===== config.mk =====
export PLATFORM = sky130hd
export DESIGN_NAME = data_ram_arbiter
export DESIGN_NICKNAME = d
export VERILOG_FILES = /design/src/rtl/data_ram_arbiter.sv
export SDC_FILE = /design/constraint.sdc
export NUM_CORES = 1
export LEC_CHECK = 0
export BUFFER_PORTS_ARGS = -buffer_cell sky130_fd_sc_hd__buf_2
export CORE_MARGIN = 10
export CORE_UTILIZATION = 40
export DETAILED_ROUTE_END_ITERATION = 10
export PLACE_DENSITY = 0.72
export SLEW_MARGIN = 40
export SYNTH_ARGS = -nofsm -noshare
export SYNTH_HDL_FRONTEND = slang
export SYNTH_SLANG_ARGS = --single-unit

===== constraint.sdc =====
create_clock -name clock -period 6.3 [get_ports clock]
set_clock_uncertainty 0.2 [all_clocks]
set_input_delay 1.26 -clock clock [delete_from_list [all_inputs] [get_ports clock]]
set_output_delay 1.26 -clock clock [all_outputs]
set_load 0.05 [all_outputs]

===== src/rtl/data_ram_arbiter.sv =====
`default_nettype none
// ============================================================================
// Module      : data_ram_arbiter
// Description : Round-robin arbiter/sequencer sharing one single-port data
//               RAM (registered read, 1-cycle latency) between requester A
//               (load/store path) and requester B (frame/text reader).
//               Out-of-range addresses are rejected with an error pulse.
// Revision    : 1.0 - initial release
// ============================================================================
module data_ram_arbiter #(
    parameter int DEPTH  = 328,
    parameter int DATA_W = 32,
    parameter int ADDR_W = 32
) (
    input  logic              clock,
    input  logic              reset,
    // requester A
    input  logic              a_req,
    input  logic              a_we,
    input  logic [ADDR_W-1:0] a_addr,
    input  logic [DATA_W-1:0] a_wdata,
    output logic              a_gnt,
    output logic              a_rvalid,
    output logic [DATA_W-1:0] a_rdata,
    output logic              a_err,
    // requester B
    input  logic              b_req,
    input  logic              b_we,
    input  logic [ADDR_W-1:0] b_addr,
    input  logic [DATA_W-1:0] b_wdata,
    output logic              b_gnt,
    output logic              b_rvalid,
    output logic [DATA_W-1:0] b_rdata,
    output logic              b_err,
    // RAM side
    output logic [ADDR_W-1:0] ram_address,
    output logic [DATA_W-1:0] ram_data,
    output logic              ram_wren,
    input  logic [DATA_W-1:0] ram_q
);

    localparam logic [1:0] c_IDLE  = 2'd0;
    localparam logic [1:0] c_ISSUE = 2'd1;
    localparam logic [1:0] c_RESP  = 2'd2;

    localparam logic [ADDR_W-1:0] c_DEPTH = ADDR_W'(DEPTH);

    // requester encoding for r_last / r_owner: 0 = A, 1 = B
    logic [1:0]        r_state;
    logic              r_last;
    logic              r_owner;
    logic              r_rej;
    logic              r_rd;
    logic [ADDR_W-1:0] r_ram_address;
    logic [DATA_W-1:0] r_ram_data;
    logic              r_ram_wren;
    logic [DATA_W-1:0] r_a_rdata;
    logic [DATA_W-1:0] r_b_rdata;

    logic              w_any;
    logic              w_win;
    logic              w_we;
    logic [ADDR_W-1:0] w_addr;
    logic [DATA_W-1:0] w_wdata;
    logic              w_ok;
    logic              w_issue;
    logic              w_resp;

    // Pick the winner: on a tie, the requester that was not served last.
    always_comb begin
        w_any   = a_req | b_req;
        w_win   = (a_req & b_req) ? ~r_last : b_req;
        w_we    = w_win ? b_we    : a_we;
        w_addr  = w_win ? b_addr  : a_addr;
        w_wdata = w_win ? b_wdata : a_wdata;
        w_ok    = (w_addr < c_DEPTH);
    end

    // Sequencer: IDLE registers the command, ISSUE presents it, RESP returns data.
    always_ff @(posedge clock or posedge reset) begin
        if (reset) begin
            r_state       <= c_IDLE;
            r_last        <= 1'b1;
            r_owner       <= 1'b0;
            r_rej         <= 1'b0;
            r_rd          <= 1'b0;
            r_ram_address <= '0;
            r_ram_data    <= '0;
            r_ram_wren    <= 1'b0;
            r_a_rdata     <= '0;
            r_b_rdata     <= '0;
        end else begin
            case (r_state)
                c_IDLE: begin
                    if (w_any) begin
                        r_owner       <= w_win;
                        r_last        <= w_win;
                        r_ram_address <= w_addr;
                        r_ram_data    <= w_wdata;
                        // a rejected write must never reach the RAM
                        r_ram_wren    <= w_we & w_ok;
                        r_rej         <= ~w_ok;
                        r_rd          <= ~w_we;
                        r_state       <= c_ISSUE;
                    end
                end
                c_ISSUE: begin
                    r_ram_wren <= 1'b0;
                    r_state    <= (r_rd & ~r_rej) ? c_RESP : c_IDLE;
                end
                c_RESP: begin
                    // keep a copy so rdata holds its value after the pulse
                    if (r_owner) begin
                        r_b_rdata <= ram_q;
                    end else begin
                        r_a_rdata <= ram_q;
                    end
                    r_state <= c_IDLE;
                end
                default: begin
                    r_ram_wren <= 1'b0;
                    r_state    <= c_IDLE;
                end
            endcase
        end
    end

    // Grant/error/valid pulses are decoded from the state and current owner.
    always_comb begin
        w_issue  = (r_state == c_ISSUE);
        w_resp   = (r_state == c_RESP);
        a_gnt    = w_issue & ~r_owner;
        b_gnt    = w_issue &  r_owner;
        a_err    = a_gnt & r_rej;
        b_err    = b_gnt & r_rej;
        a_rvalid = w_resp & ~r_owner;
        b_rvalid = w_resp &  r_owner;
        a_rdata  = a_rvalid ? ram_q : r_a_rdata;
        b_rdata  = b_rvalid ? ram_q : r_b_rdata;
    end

    assign ram_address = r_ram_address;
    assign ram_data    = r_ram_data;
    assign ram_wren    = r_ram_wren;

endmodule
`default_nettype wire

# Word level (Yosys, flattened, before mapping)

Cells that the tools add are included.

Flip-flop bits (word level): 135
Bits of input ports: 166
Output and inout port bits: 135
Word-level logic and storage cells: 46

Order comparisons: 1
Equal/unequal tests: 3
Muxes and demuxes: 11
Bitwise operators: 16
Reduce and logical (&&, ||, !) cells: 5

Operators with widths:

| kind                | number |
|---|---|
| $mux 32             | 4 |
| $lt 32x9->1 const B | 1 |
| $and 1x1->1         | 9 |
| $reduce_and 2->1    | 4 |
| $not 1->1           | 6 |
| $mux 2              | 2 |
| $pmux 2 s2          | 1 |
| $mux 1              | 3 |
| $eq 2x1->1 const B  | 1 |
| $eq 2x2->1 const B  | 1 |
| $logic_not 2->1     | 1 |
| $ne 2x2->1 const B  | 1 |
| $pmux 1 s2          | 1 |
| $or 1x1->1          | 1 |

# Depth between registers and ports, before layout

Gate-level depths: netlist (run 1).

Word-level depth: 7
Gate-level depth with buffers: 6
Depth with buffers taken out: 5

# Least setup slack after synthesis (run 1)

No wires, ideal clock.

Path kind: input port to output port
From: in ram_q[14]
To: out a_rdata[14]
Data arrival time: 1.754 ns
Required time: 4.840 ns
Slack: 3.086 ns
Stages: 1
Buffers on the path: 0
Cells stage by stage: mux2_1

Word-level cells in the longest chain between the ends: 1

Ends and longest elaborated chain:

| what               | line | source |
|---|---|---|
| start: declaration | 39   | `input logic [DATA_W-1:0] ram_q` |
| $mux 32            | 138  | `a_rdata = a_rvalid ? ram_q : r_a_rdata;` |
| end: declaration   | 24   | `output logic [DATA_W-1:0] a_rdata,` |

No other way between the ends.

# Worst setup path in the final report (run 1)

From: reg r_state[0]
To: out b_rdata[7]

Word-level cells in the longest chain between the ends: 3

Ends and longest elaborated chain:

| what                     | line | source |
|---|---|---|
| start: declaration       | 49   | `logic [1:0] r_state;` |
| start signal: assignment | 82   | `r_state <= c_IDLE;` |
| start signal: assignment | 104  | `r_state <= c_ISSUE;` |
| start signal: assignment | 109  | `r_state <= (r_rd & ~r_rej) ? c_RESP : c_IDLE;` |
| $eq 2x2->1               | 131  | `w_resp = (r_state == c_RESP);` |
| $and 1x1->1              | 137  | `b_rvalid = w_resp & r_owner;` |
| $mux 32                  | 139  | `b_rdata = b_rvalid ? ram_q : r_b_rdata;` |
| end: declaration         | 33   | `output logic [DATA_W-1:0] b_rdata,` |

No other way between the ends.

==> results of run 1 <==
worst max-delay path, delay by kind of cell (launching register included):
| kind | cells | cell delay (ps) |
|---|---|---|
| simple gates | 3 | 430 |
| flops | 1 | 430 |
| buf+inv | 3 | 1010 |
per-layer routing:
layer	global-route usage, %	share of wire, %	vias up
met5	0	0	-
met2	31.5	48	242
met1	21.9	39	2463
li1	-	-	2603
met4	6.30	1.9	0
met3	9.12	11	30
kinds of logic after synthesis:
group | after synthesis
compound gates | 80
mux | 36
simple gates | 313
buf+inv | 40
flops | 135
worst paths after layout:
path	startpoint	endpoint	slack (ps)	depth (start not counted)
setup / recovery	r_state[0]	b_rdata[7]	2540	6
hold / removal	r_b_rdata[16]	r_b_rdata[16]	270	2
setup reg to reg	r_state[0]	r_rej	3200	6
hold reg to reg	r_b_rdata[16]	r_b_rdata[16]	270	2
max in group asynchronous	reset	r_b_rdata[22]	4160	3
min in group asynchronous	reset	ram_address[12]	760	2
power breakdown:
group / leakage (nW) / switching (mW) / total (mW) / internal, mW
registers: 1.54 / 0.0640 / 1.05 / 0.984
clock network: 0.314 / 0.371 / 1.08 / 0.713
logic: 2.26 / 0.660 / 0.863 / 0.203
total: 4.11 / 1.10 / 3.00 / 1.90
placed cells by master, fill, tap and decap left out, types with 2 or more instances in the layout:
| cell type | Yosys | final |
|---|---|---|
| buf_2 | 20 | 300 |
| nand2_1 | 223 | 223 |
| dfrtp_1 | 134 | 134 |
| nor2_1 | 65 | 65 |
| a31oi_1 | 62 | 62 |
| mux2_2 | 32 | 32 |
| clkbuf_16 | 0 | 17 |
| nor4_1 | 8 | 8 |
| buf_4 | 1 | 6 |
| o21ai_0 | 5 | 5 |
| bufinv_16 | 0 | 5 |
| clkinv_2 | 0 | 4 |
| nor3_1 | 3 | 3 |
| mux2i_1 | 3 | 3 |
| and3_1 | 3 | 3 |
| nor2b_1 | 3 | 3 |
| a21oi_1 | 2 | 2 |
| o31ai_1 | 2 | 2 |
| and4_1 | 2 | 2 |
| clkbuf_1 | 15 | 2 |
| clkinv_4 | 0 | 2 |
flip-flops by register name (all words and copies together) (netlist names):
signal	count
r_owner	1
r_state	2
r_rd	1
ram_wren	1
r_rej	1
r_last	1
r_b_rdata	32
ram_data	32
ram_address	32
r_a_rdata	32
metrics by stage:
stage	cell area, sq um	setup WS (ps)	hold slack, ps	util [%]
floorplan	5750	1230	243	-
global placement	7360	2600	248	52.6
detailed placement	7360	2510	254	52.6
CTS	8000	2530	271	57.2
global route	8020	2350	283	57.3
finish	8020	2540	266	57.3
cell type report:
cell class	instances	area, sq um	area share (%)
multi-input combinational	429	2190	27.3
sequential	135	3380	42.1
clock buffer	20	447	5.57
timing repair buffer	307	1560	19.5
tap	180	225	2.81
clock inverter	12	199	2.48
inverter	3	20.0	0.250
==> results.md, run 1 <==
- Outcome: finished, final reports clean
- Final-layout fill cell count: 1284
- First-pass DRT Iterations: 4
- Post-Syn Area: 5750 sq um
- Power per cell area: between 300 and 400 nW/um^2
- Worst-path clk slew: 60 ps
- Grt ovf: 0
- Syn Area/Cell: 9.51 sq um
- Net count reported at finish: 1059
- CP required: 4840 ps
- Commonest cells post-synth: nand2_1 (223), dfrtp_1 (134), nor2_1 (65)
- Maximum vdd drop: 0.202 mV
- Vias: around 5.3k
- Max incr delay on CP: 480 ps
- RSZ-0062 raised after global routing: false
- Design Power: 3.00 mW
- Tot GR Track Use: 19.3%
- Post-synthesis simple-gate area fraction: 21.8%
- CP Cell Sequence: nand3b_1, buf_4, inv_2, nand2_1, nand2_1, buf_2
- Area leader, netlist: dfrtp_1
- # rows: 43
- Share of layout cells above drive strength 1: 41.7%
- Most Frequent Cell on Critical Path: nand2_1
- Maximum buffer depth of the clock tree: 2
- Tightest Pin Transition: a little over 700 ps
- CP startpoint kind: flip-flop
- Async SR Flop Fraction: 100%
- Pin count of the biggest net entering global routing: 103
- Synth top area cells: dfrtp_1 (58%), nand2_1 (15%), a31oi_1 (6.7%), mux2_2 (6.3%), nor2_1 (4.2%)
- Post-synth EDFFs: 0
- Maxcap violations: 0
- Vias in the first global route: 5541
- Largest family of logic cells by synthesized area: simple AND/OR/NAND/NOR gates
- Max-slew headroom: 52.1%
- Num ports: ~300
- Post-synthesis register bit count: around 140
- Tmin final: around 3800 ps
- Setup tns final: 0 ps
- H-tree levels: 4
- Hold Crit Class: flip-flop to flip-flop
- Post-DRT Antenna Nets: 0
- Post_cts resized: 0
- CTS Buf Count: 17
- Register area share after synthesis: 58.8%
- Hold Vio Cnt, Final: 0
- Synth Area in XOR/XNOR: 0%
- Global-route wire length before repair: between 30000 and 40000 um
- Crit-path slowest cell: inv_2
- Post-synthesis mux area share: 6.99%
- Pleak: 4.11 nW
- CTS Sinks: 135
- DR iter-0 viols: roughly 260
- Core area: between 10000 and 15000 sq um
- Wire length per cell: 18.1 um
- Critical path class: flip-flop to output pin
- Ys flop type: dfrtp_1
- Via density: 4.92
- Area Growth Syn to Fin: 39.5%
- Die H: 140 um
- Placed cell count: 1053
- Initial core utilization: about 40%
- Syn nets: 770
- Worst-skew pair later-pin latency: approximately 400 ps
- Yosys warns: 0
- DRC: 0
- F_max: between 0.2 and 0.3 GHz
- Compound-cell area share of the yosys netlist: under 10%
- Distinct cells, synth: 37
- Crit. End Element: output pin
- Cell Count, Final, Fillers Out: 1086
- Crit Path Max Fanout: 33
- Root buffer cell: clkbuf_16
- Initial antenna violation count: 1
- CTS tree: yes
- Final HPWL DP: between 15000 and 20000 um
- Hold Buf Count CTS: 0
- CP arrival: 2300 ps
- Port Buf Inserts: 300
- Final Cycle Share: 59.6%
- Die Wd: 140 um
- Final setup viols: 0
- GPL Wtd Cong: 0.902
- Total die area: 19600 sq um
- Routed WL: 19600 um
- Cell count after synthesis: a little over 600
- Cell with the most instances after synthesis: nand2_1
- Post-CTS Setup Inserts: 0
- Post-Synth Adder-Cell Area: 0%
- Post-synth top area share: 58.3%
- ANT cells: 0
- Fin. max-slew vios: 0
(Power assumes the default switching activity.)
==> inputs of run 2 (changes only) <==
--- a/config.mk
+++ b/config.mk
@@ -9,7 +9,7 @@
 export CORE_MARGIN = 10
 export CORE_UTILIZATION = 40
 export DETAILED_ROUTE_END_ITERATION = 10
-export PLACE_DENSITY = 0.72
+export PLACE_DENSITY = 0.75
 export SLEW_MARGIN = 40
 export SYNTH_ARGS = -nofsm -noshare
 export SYNTH_HDL_FRONTEND = slang
==> constraint.sdc (replaced) <==
create_clock -name clock -period 3.2 [get_ports clock]
set_clock_uncertainty 0.2 [all_clocks]
set_input_delay 0.64 -clock clock [delete_from_list [all_inputs] [get_ports clock]]
set_output_delay 0.64 -clock clock [all_outputs]
set_load 0.05 [all_outputs]
==> run 2 against run 1 <==
  * Sequential power up 96%
  * Highest routed layer unchanged
  * Cell area is 0.50% higher
  * Worst setup slack worse by 2300 ps
  * Sequential cell count is the same
  * Global-route usage is 0.088 points lower
  * Final cell count up 0.64%
  * Sequential share of layout area decreased by 0.21 points
  * Die area stayed put
  * Power up 92%
==> results.md, run 2 (synthesized netlist as in run 1, its figures left out) <==
- CTS tree: yes
- Final setup viols: 0 (unchanged)
- Sw frac: 37.1% (+0.58 points)
- Die Wd: 140 um (unchanged)
- Pin count of the biggest net entering global routing: 69 (-33%)
- F_max: 0.341 GHz
- RSZ-0062 raised after global routing: false
- Tightest Pin Transition: 599 ps (-119 ps)
- Worst slack at placement: 680 ps (-1830 ps)
- Gate power share: 29.8% (+1.0 points)
- R2R Setup Slk: 1000 ps (-2200 ps)
- Initial antenna violation count: 0 (-1)
- Maximum buffer depth of the clock tree: 2 (unchanged)
- Outcome: finished, final reports clean
- Critical path class: flip-flop to output pin
- Vias in the first global route: 5472 (-1.2%)
- Tot GR Track Use: 19.3% (-0.088 points)
- Initial core utilization: 41.1% (unchanged)
- # rows: 43 (unchanged)
- Share of layout cells above drive strength 1: 41.8% (+0.12 points)
- Hold Vio Cnt, Final: 0 (unchanged)
- Part of the power in the clock network: 34.3% (-1.9 points)
- Setup tns final: 0 ps (unchanged)
- Routed WL: 19500 um (-0.65%)
- ANT cells: 0 (unchanged)
- WHS: 248 ps (-17.6 ps)
- Maximum vdd drop: 0.361 mV (+78%)
- Worst-skew pair later-pin latency: 410 ps (about the same)
- Die H: 140 um (unchanged)
- H-tree levels: 4 (unchanged)
- Hold Crit Class: input pin to flip-flop
- GPL Wtd Cong: 0.822 (-8.9%)
- Vias: 5370 (+0.60%)
- Critical R2R Launch: r_state[0]
- Root buffer cell: clkbuf_16
- Worst Setup SP: r_owner
- Via density: 4.91 (about the same)
- R2r worst-path depth: 7 (+1)
- DRC: 0 (unchanged)
- Max-slew headroom: 60.1% (+8.0 points)
- Crit Path Max Fanout: 33 (unchanged)
- Final Cycle Share: 91.8%
- Area Growth Syn to Fin: 40.2%
- Hold Crit Start: ram_q[10]
- Post_cts resized: 0 (unchanged)
- Grt ovf: 0 (unchanged)
- Fin. max-slew vios: 0 (unchanged)
- Crit. End Element: output pin
- CTS Buf Count: 17 (unchanged)
- Most frequent cells in the layout: buf_2 (300), nand2_1 (223), dfrtp_1 (134)
- Worst-path clk slew: 60 ps (about the same)
- Power per cell area: 712 nW/um^2 (+91%)
- CP startpoint kind: flip-flop
- CP arrival: 2100 ps (-200 ps)
- Tmin final: 2940 ps
- Final HPWL DP: 15300 um (+1.5%)
- Commonest non-fill, non-tap cell in the layout: buf_2
- Post-CTS Setup Inserts: 0 (unchanged)
- CP required: 2360 ps (-2480 ps)
- CTS Sinks: 135 (unchanged)
- Hold Crit Depth: 3 (+1)
- First-pass DRT Iterations: 7 (+3)
- DR iter-0 viols: 204 (-21%)
- Psw: 2.13 mW (+95%)
- Post-DRT Antenna Nets: 0 (unchanged)
- Core area: 14000 sq um (unchanged)
- Num ports: 301 (unchanged)
- Final WS setup: 263 ps (-2280 ps)
- Net count reported at finish: 1067 (+0.76%)
- Total die area: 19600 sq um (unchanged)
- Port Buf Inserts: 300 (unchanged)
- Wire length per cell: 17.8 um (-1.3%)
- Global-route wire length before repair: 30100 um (-0.98%)
- Pleak: 4.13 nW (+0.52%)
- Sequential Power Share: 35.8% (+0.8 points)
- Pint: 3.61 mW (+90%)
- Maxcap violations: 0 (unchanged)
## run 2: cell types whose count changed in the layout (fill, tap and decap cells not counted), moves of 2 or more
cell        change
clkinvlp_4      +2
bufinv_16       -2
clkinv_4        -2
buf_12          +2
buf_4           +5
## run 2: metal layers
layer,vias up,share of wire (%),track usage (%)
li1,2610,-,-
met1,2510,38,21.4
met2,230,50,32.1
met3,20,10,8.91
met4,0,1.6,5.98
met5,-,0,0
## run 2: worst max-delay path, stage by stage (launching register included)
cell     delay [ps]
dfrtp_1         450
nor3b_4         180
buf_4           410
mux2_2          410
buf_2           220
## run 2: final timing paths
path / to
hold / removal: r_b_rdata[10]
setup / recovery: a_rdata[0]
min in group asynchronous: r_owner
setup reg to reg: ram_data[4]
max in group asynchronous: r_b_rdata[27]
hold reg to reg: r_b_rdata[28]
## run 2: cell type report
cell class	count	area, sq um
Clock buffer	22	464
Clock inverter	9	125
Inverter	3	16.3
Tap cell	180	225
Fill cell	1247	5930
Timing Repair Buffer	315	1660
Multi-Input combinational cell	429	2190
Sequential cell	135	3380
## run 2: through the flow
stage	util (%)	area [sq um]	std cells	power [mW]
floorplan	-	5750	604	3.30
global placement	53.1	7430	1060	3.79
detailed placement	53.1	7430	1060	3.81
CTS	57.3	8020	1091	5.79
global route	57.6	8060	1093	5.98
finish	57.6	8060	1093	5.74
## run 2: power by group through the flow
stage | clock (mW) | combinational [mW] | sequential, mW
after detailed placement | 0 | 1.72 | 2.08
after CTS | 2.00 | 1.73 | 2.06
after floorplan | 0 | 0.552 | 2.74
final | 1.97 | 1.71 | 2.06
after global placement | 0 | 1.71 | 2.07
after global routing | 2.07 | 1.82 | 2.09
## run 2: timing repair
action / 4_1_cts / 5_1_grt
hold buffers: 0 / 1
hold endpoints to repair: 0 / 3
setup endpoints to repair: 0 / 0
==> inputs of run 3 (changes only) <==
--- a/config.mk
+++ b/config.mk
@@ -5,6 +5,7 @@
 export SDC_FILE = /design/constraint.sdc
 export NUM_CORES = 1
 export LEC_CHECK = 0
+export ABC_AREA = 1
 export BUFFER_PORTS_ARGS = -buffer_cell sky130_fd_sc_hd__buf_2
 export CORE_MARGIN = 10
 export CORE_UTILIZATION = 40
==> run 3 against run 2 <==
  * Critical path depth grew 3
  * Combinational power grew to 3.7 times the previous value
  * First-iteration DRC count grew 22%
  * Final cell count grew 8.9%
  * Fmax shrank 3.6%
  * Clock power shrank 3%
  * Largest power group is now combinational logic
==> results.md, run 3 <==
- Outcome: finished, final reports clean
- Tightest Pin Transition: 621 ps (+21.7 ps)
- Critical path class: flip-flop to output pin
- Worst Path Buf+Inv: 4 (+2)
- R2r endpoint: r_rej
- Final Core Density: 56.5% (-1.1 points)
- Multi-input logic area: 2070 sq um (-5.3%)
- Reg area: 3380 sq um (unchanged)
- H-tree levels: 4 (unchanged)
- Async SR Flop Fraction: 100% (unchanged)
- Crit-path slowest cell: dfrtp_1
- Post-synth top area share: 57.4% (-0.94 points)
- RSZ-0062 raised after global routing: false
- Global-route wire length before repair: 30400 um (+1.1%)
- Crit. End Element: output pin
- Area leader, netlist: dfrtp_1
- Power per cell area: 1360 nW/um^2 (+92%)
- Hold Vio Cnt, Final: 0 (unchanged)
- Post-synthesis register bit count: 135 (unchanged)
- Port Buf Inserts: 300 (unchanged)
- CP Cell Sequence: inv_1, nand2_1, nor2_1, inv_4, buf_4, o21ai_1, buf_2
- Net count reported at finish: 1158 (+8.5%)
- Worst-skew pair later-pin latency: 410 ps (about the same)
- Sw frac: 54.5% (+17 points)
- CP arrival: 2210 ps (+110 ps)
- Cell with the most instances after synthesis: nand2_1
- Register area share after synthesis: 57.9% (-0.94 points)
- Pleak: 4.46 nW (+8.0%)
- Total die area: 19800 sq um (+1.4%)
- Syn Area/Cell: 8.33 sq um (-12%)
- Compound-cell area share of the yosys netlist: 14.7% (+5.6 points)
- CP endpoint: b_rdata[22]
- Post-Synth Adder-Cell Area: 0% (unchanged)
- Part of the power in the clock network: 17.1% (-17 points)
- Most frequent cells in the layout: buf_2 (297), nand2_1 (208), dfrtp_1 (134)
- Tot GR Track Use: 19.1% (-0.19 points)
- Initial core utilization: 40.5% (-0.59 points)
- DRC: 0 (unchanged)
- Syn nets: 867 (+13%)
- Num ports: 301 (unchanged)
- Commonest cells post-synth: nand2_1 (208), o21ai_0 (151), dfrtp_1 (134)
- Die H: 141 um (+0.70%)
- # rows: 44 (+2.3%)
- Hold Buf Count CTS: 0 (unchanged)
- Cell count after synthesis: 701 (+16%)
- Maxcap violations: 0 (unchanged)
- Placed cell areas: 7550 sq um (+1.6%)
- CTS Sinks: 135 (unchanged)
- Psw: 6.06 mW (+180%)
- Initial antenna violation count: 3 (+3)
- Largest family of logic cells by synthesized area: simple AND/OR/NAND/NOR gates
- DR iter-0 viols: 248 (+22%)
- Hold Crit Class: input pin to async pin
- Synth Area in XOR/XNOR: 0% (unchanged)
- Wire length per cell: 16.4 um (-7.9%)
- Final HPWL DP: 15100 um (-0.95%)
- CTS Buf Count: 17 (unchanged)
- First-pass DRT Iterations: 5 (-2)
- Worst Setup SP: r_state[0]
- Die Wd: 141 um (+0.70%)
- Post-synthesis simple-gate area fraction: 20.2% (-1.5 points)
- Pint: 5.05 mW (+40%)
- Post-DRT Antenna Nets: 0 (unchanged)
- Crit Path Max Fanout: 63 (+91%)
- Final Cycle Share: 95.2% (+3.4 points)
- Grt ovf: 0 (unchanged)
- Via density: 4.73 (-3.8%)
- Fin. max-slew vios: 0 (unchanged)
- Max incr delay on CP: 410 ps (-40 ps)
- Pin count of the biggest net entering global routing: 66 (-4.3%)
- Post-synth EDFFs: 0 (unchanged)
- Kind of cell adding the most delay to the critical path: buffers and inverters
- Routed WL: 19500 um (+0.25%)
- Design Area, Final: 8150 sq um (+1.1%)
- Post_cts resized: 0 (unchanged)
- Area Growth Syn to Fin: 39.6%
- CP required: 2360 ps (about the same)
- CTS tree: yes
- Ys flop type: dfrtp_1
- F_max: 0.328 GHz (-3.6%)
- Max-slew headroom: 58.5% (-1.5 points)
- R2R Setup Slk: 870 ps (-130 ps)
- Vias in the first global route: 5618 (+2.7%)
- Post-Syn Area: 5840 sq um (+1.6%)
- Commonest non-fill, non-tap cell in the layout: buf_2
- Final-layout fill cell count: 1328 (+6.5%)
- Yosys warns: 0 (unchanged)
- Gate power share: 56.4% (+27 points)
- Critical R2R Launch: r_last
- CP startpoint kind: flip-flop
- Sequential Power Share: 26.5% (-9.3 points)
- Maximum buffer depth of the clock tree: 2 (unchanged)
- Synth top area cells: dfrtp_1 (57%), nand2_1 (13%), o21ai_0 (13%), nor2_1 (3.9%), inv_1 (3.7%)
- Root buffer cell: clkbuf_16
- Distinct cells, synth: 21 (-43%)
- Vias: 5626 (+4.8%)
- Post-CTS Setup Inserts: 0 (unchanged)
- Core area: 14400 sq um (+3.1%)
- Critical path depth: 7 (+3)
- GPL Wtd Cong: 0.827 (+0.63%)
- Post-synthesis mux area share: 0% (-7.0 points)
- Maximum vdd drop: 0.699 mV (+94%)
- Final setup viols: 0 (unchanged)
- R2r worst-path depth: 12 (+5)
- Share of layout cells above drive strength 1: 35.8% (-6.1 points)
- Tmin final: 3050 ps (+108 ps)
- Worst-path clk slew: 60 ps (about the same)
## run 3: power groups by stage
stage                     clock network (mW)  registers, mW  logic (mW)
final                                   1.91           2.94        6.27
after CTS                               1.95           2.94        6.31
after global placement                     0           2.93        6.24
after detailed placement                   0           2.95        6.31
after floorplan                            0           4.35        3.28
after global routing                    2.03           3.03        6.67
## run 3: metrics by stage
step | std cells | worst slack [ps] | setup TNS, ps | total power, mW | hold slack (ps)
3_5_place_dp | 1157 | 497 | 0 | 9.26 | 256
5_1_grt | 1190 | 10.3 | 0 | 11.7 | 119
6_report | 1190 | 155 | 0 | 11.1 | 110
3_3_place_gp | 1157 | 491 | 0 | 9.17 | 249
4_1_cts | 1188 | 43.0 | 0 | 11.2 | 105
2_1_floorplan | 701 | -424 | -18390 | 7.64 | 230
## run 3: worst register-to-register path: cells and delay by family (launching register included)
family	cells	cell delay, ps
buf+inv	1	450
flops	1	540
simple gates	11	1040
## run 3: kinds of logic (layout without fill, tap and decap cells)
family	after synthesis	count (layout)
and+or+nand+nor	295	295
DFF	135	135
other	0	2
AOI/OAI and AO/OA	169	169
buffers and inverters	102	405
## run 3: worst min-delay path by stage
stage / from / endpoint / depth (start not counted)
2_1_floorplan: r_rej / r_state[1] / 1
3_3_place_gp: r_a_rdata[1] / r_a_rdata[1] / 2
3_5_place_dp: r_b_rdata[11] / r_b_rdata[11] / 2
4_1_cts: reset / r_b_rdata[12] / 2
5_1_grt: reset / r_b_rdata[9] / 2
6_report: reset / r_b_rdata[9] / 2
## run 3: cell type report
cell class / instances / share of cell area [%]
multi-input combinational: 464 / 25.4
tap: 184 / 2.82
clock inverter: 10 / 1.50
antenna: 2 / 0.0614
clock buffer: 21 / 5.65
timing repair buffer: 313 / 20.2
sequential: 135 / 41.5
inverter: 61 / 2.92
## run 3: routing by layer
layer,vias to the layer above,track usage [%],share of wire [%]
met5,-,0,0.066
met2,222,30.6,48
met4,2,6.68,2.1
met3,26,7.86,8.8
met1,2545,22.5,41
li1,2831,-,-
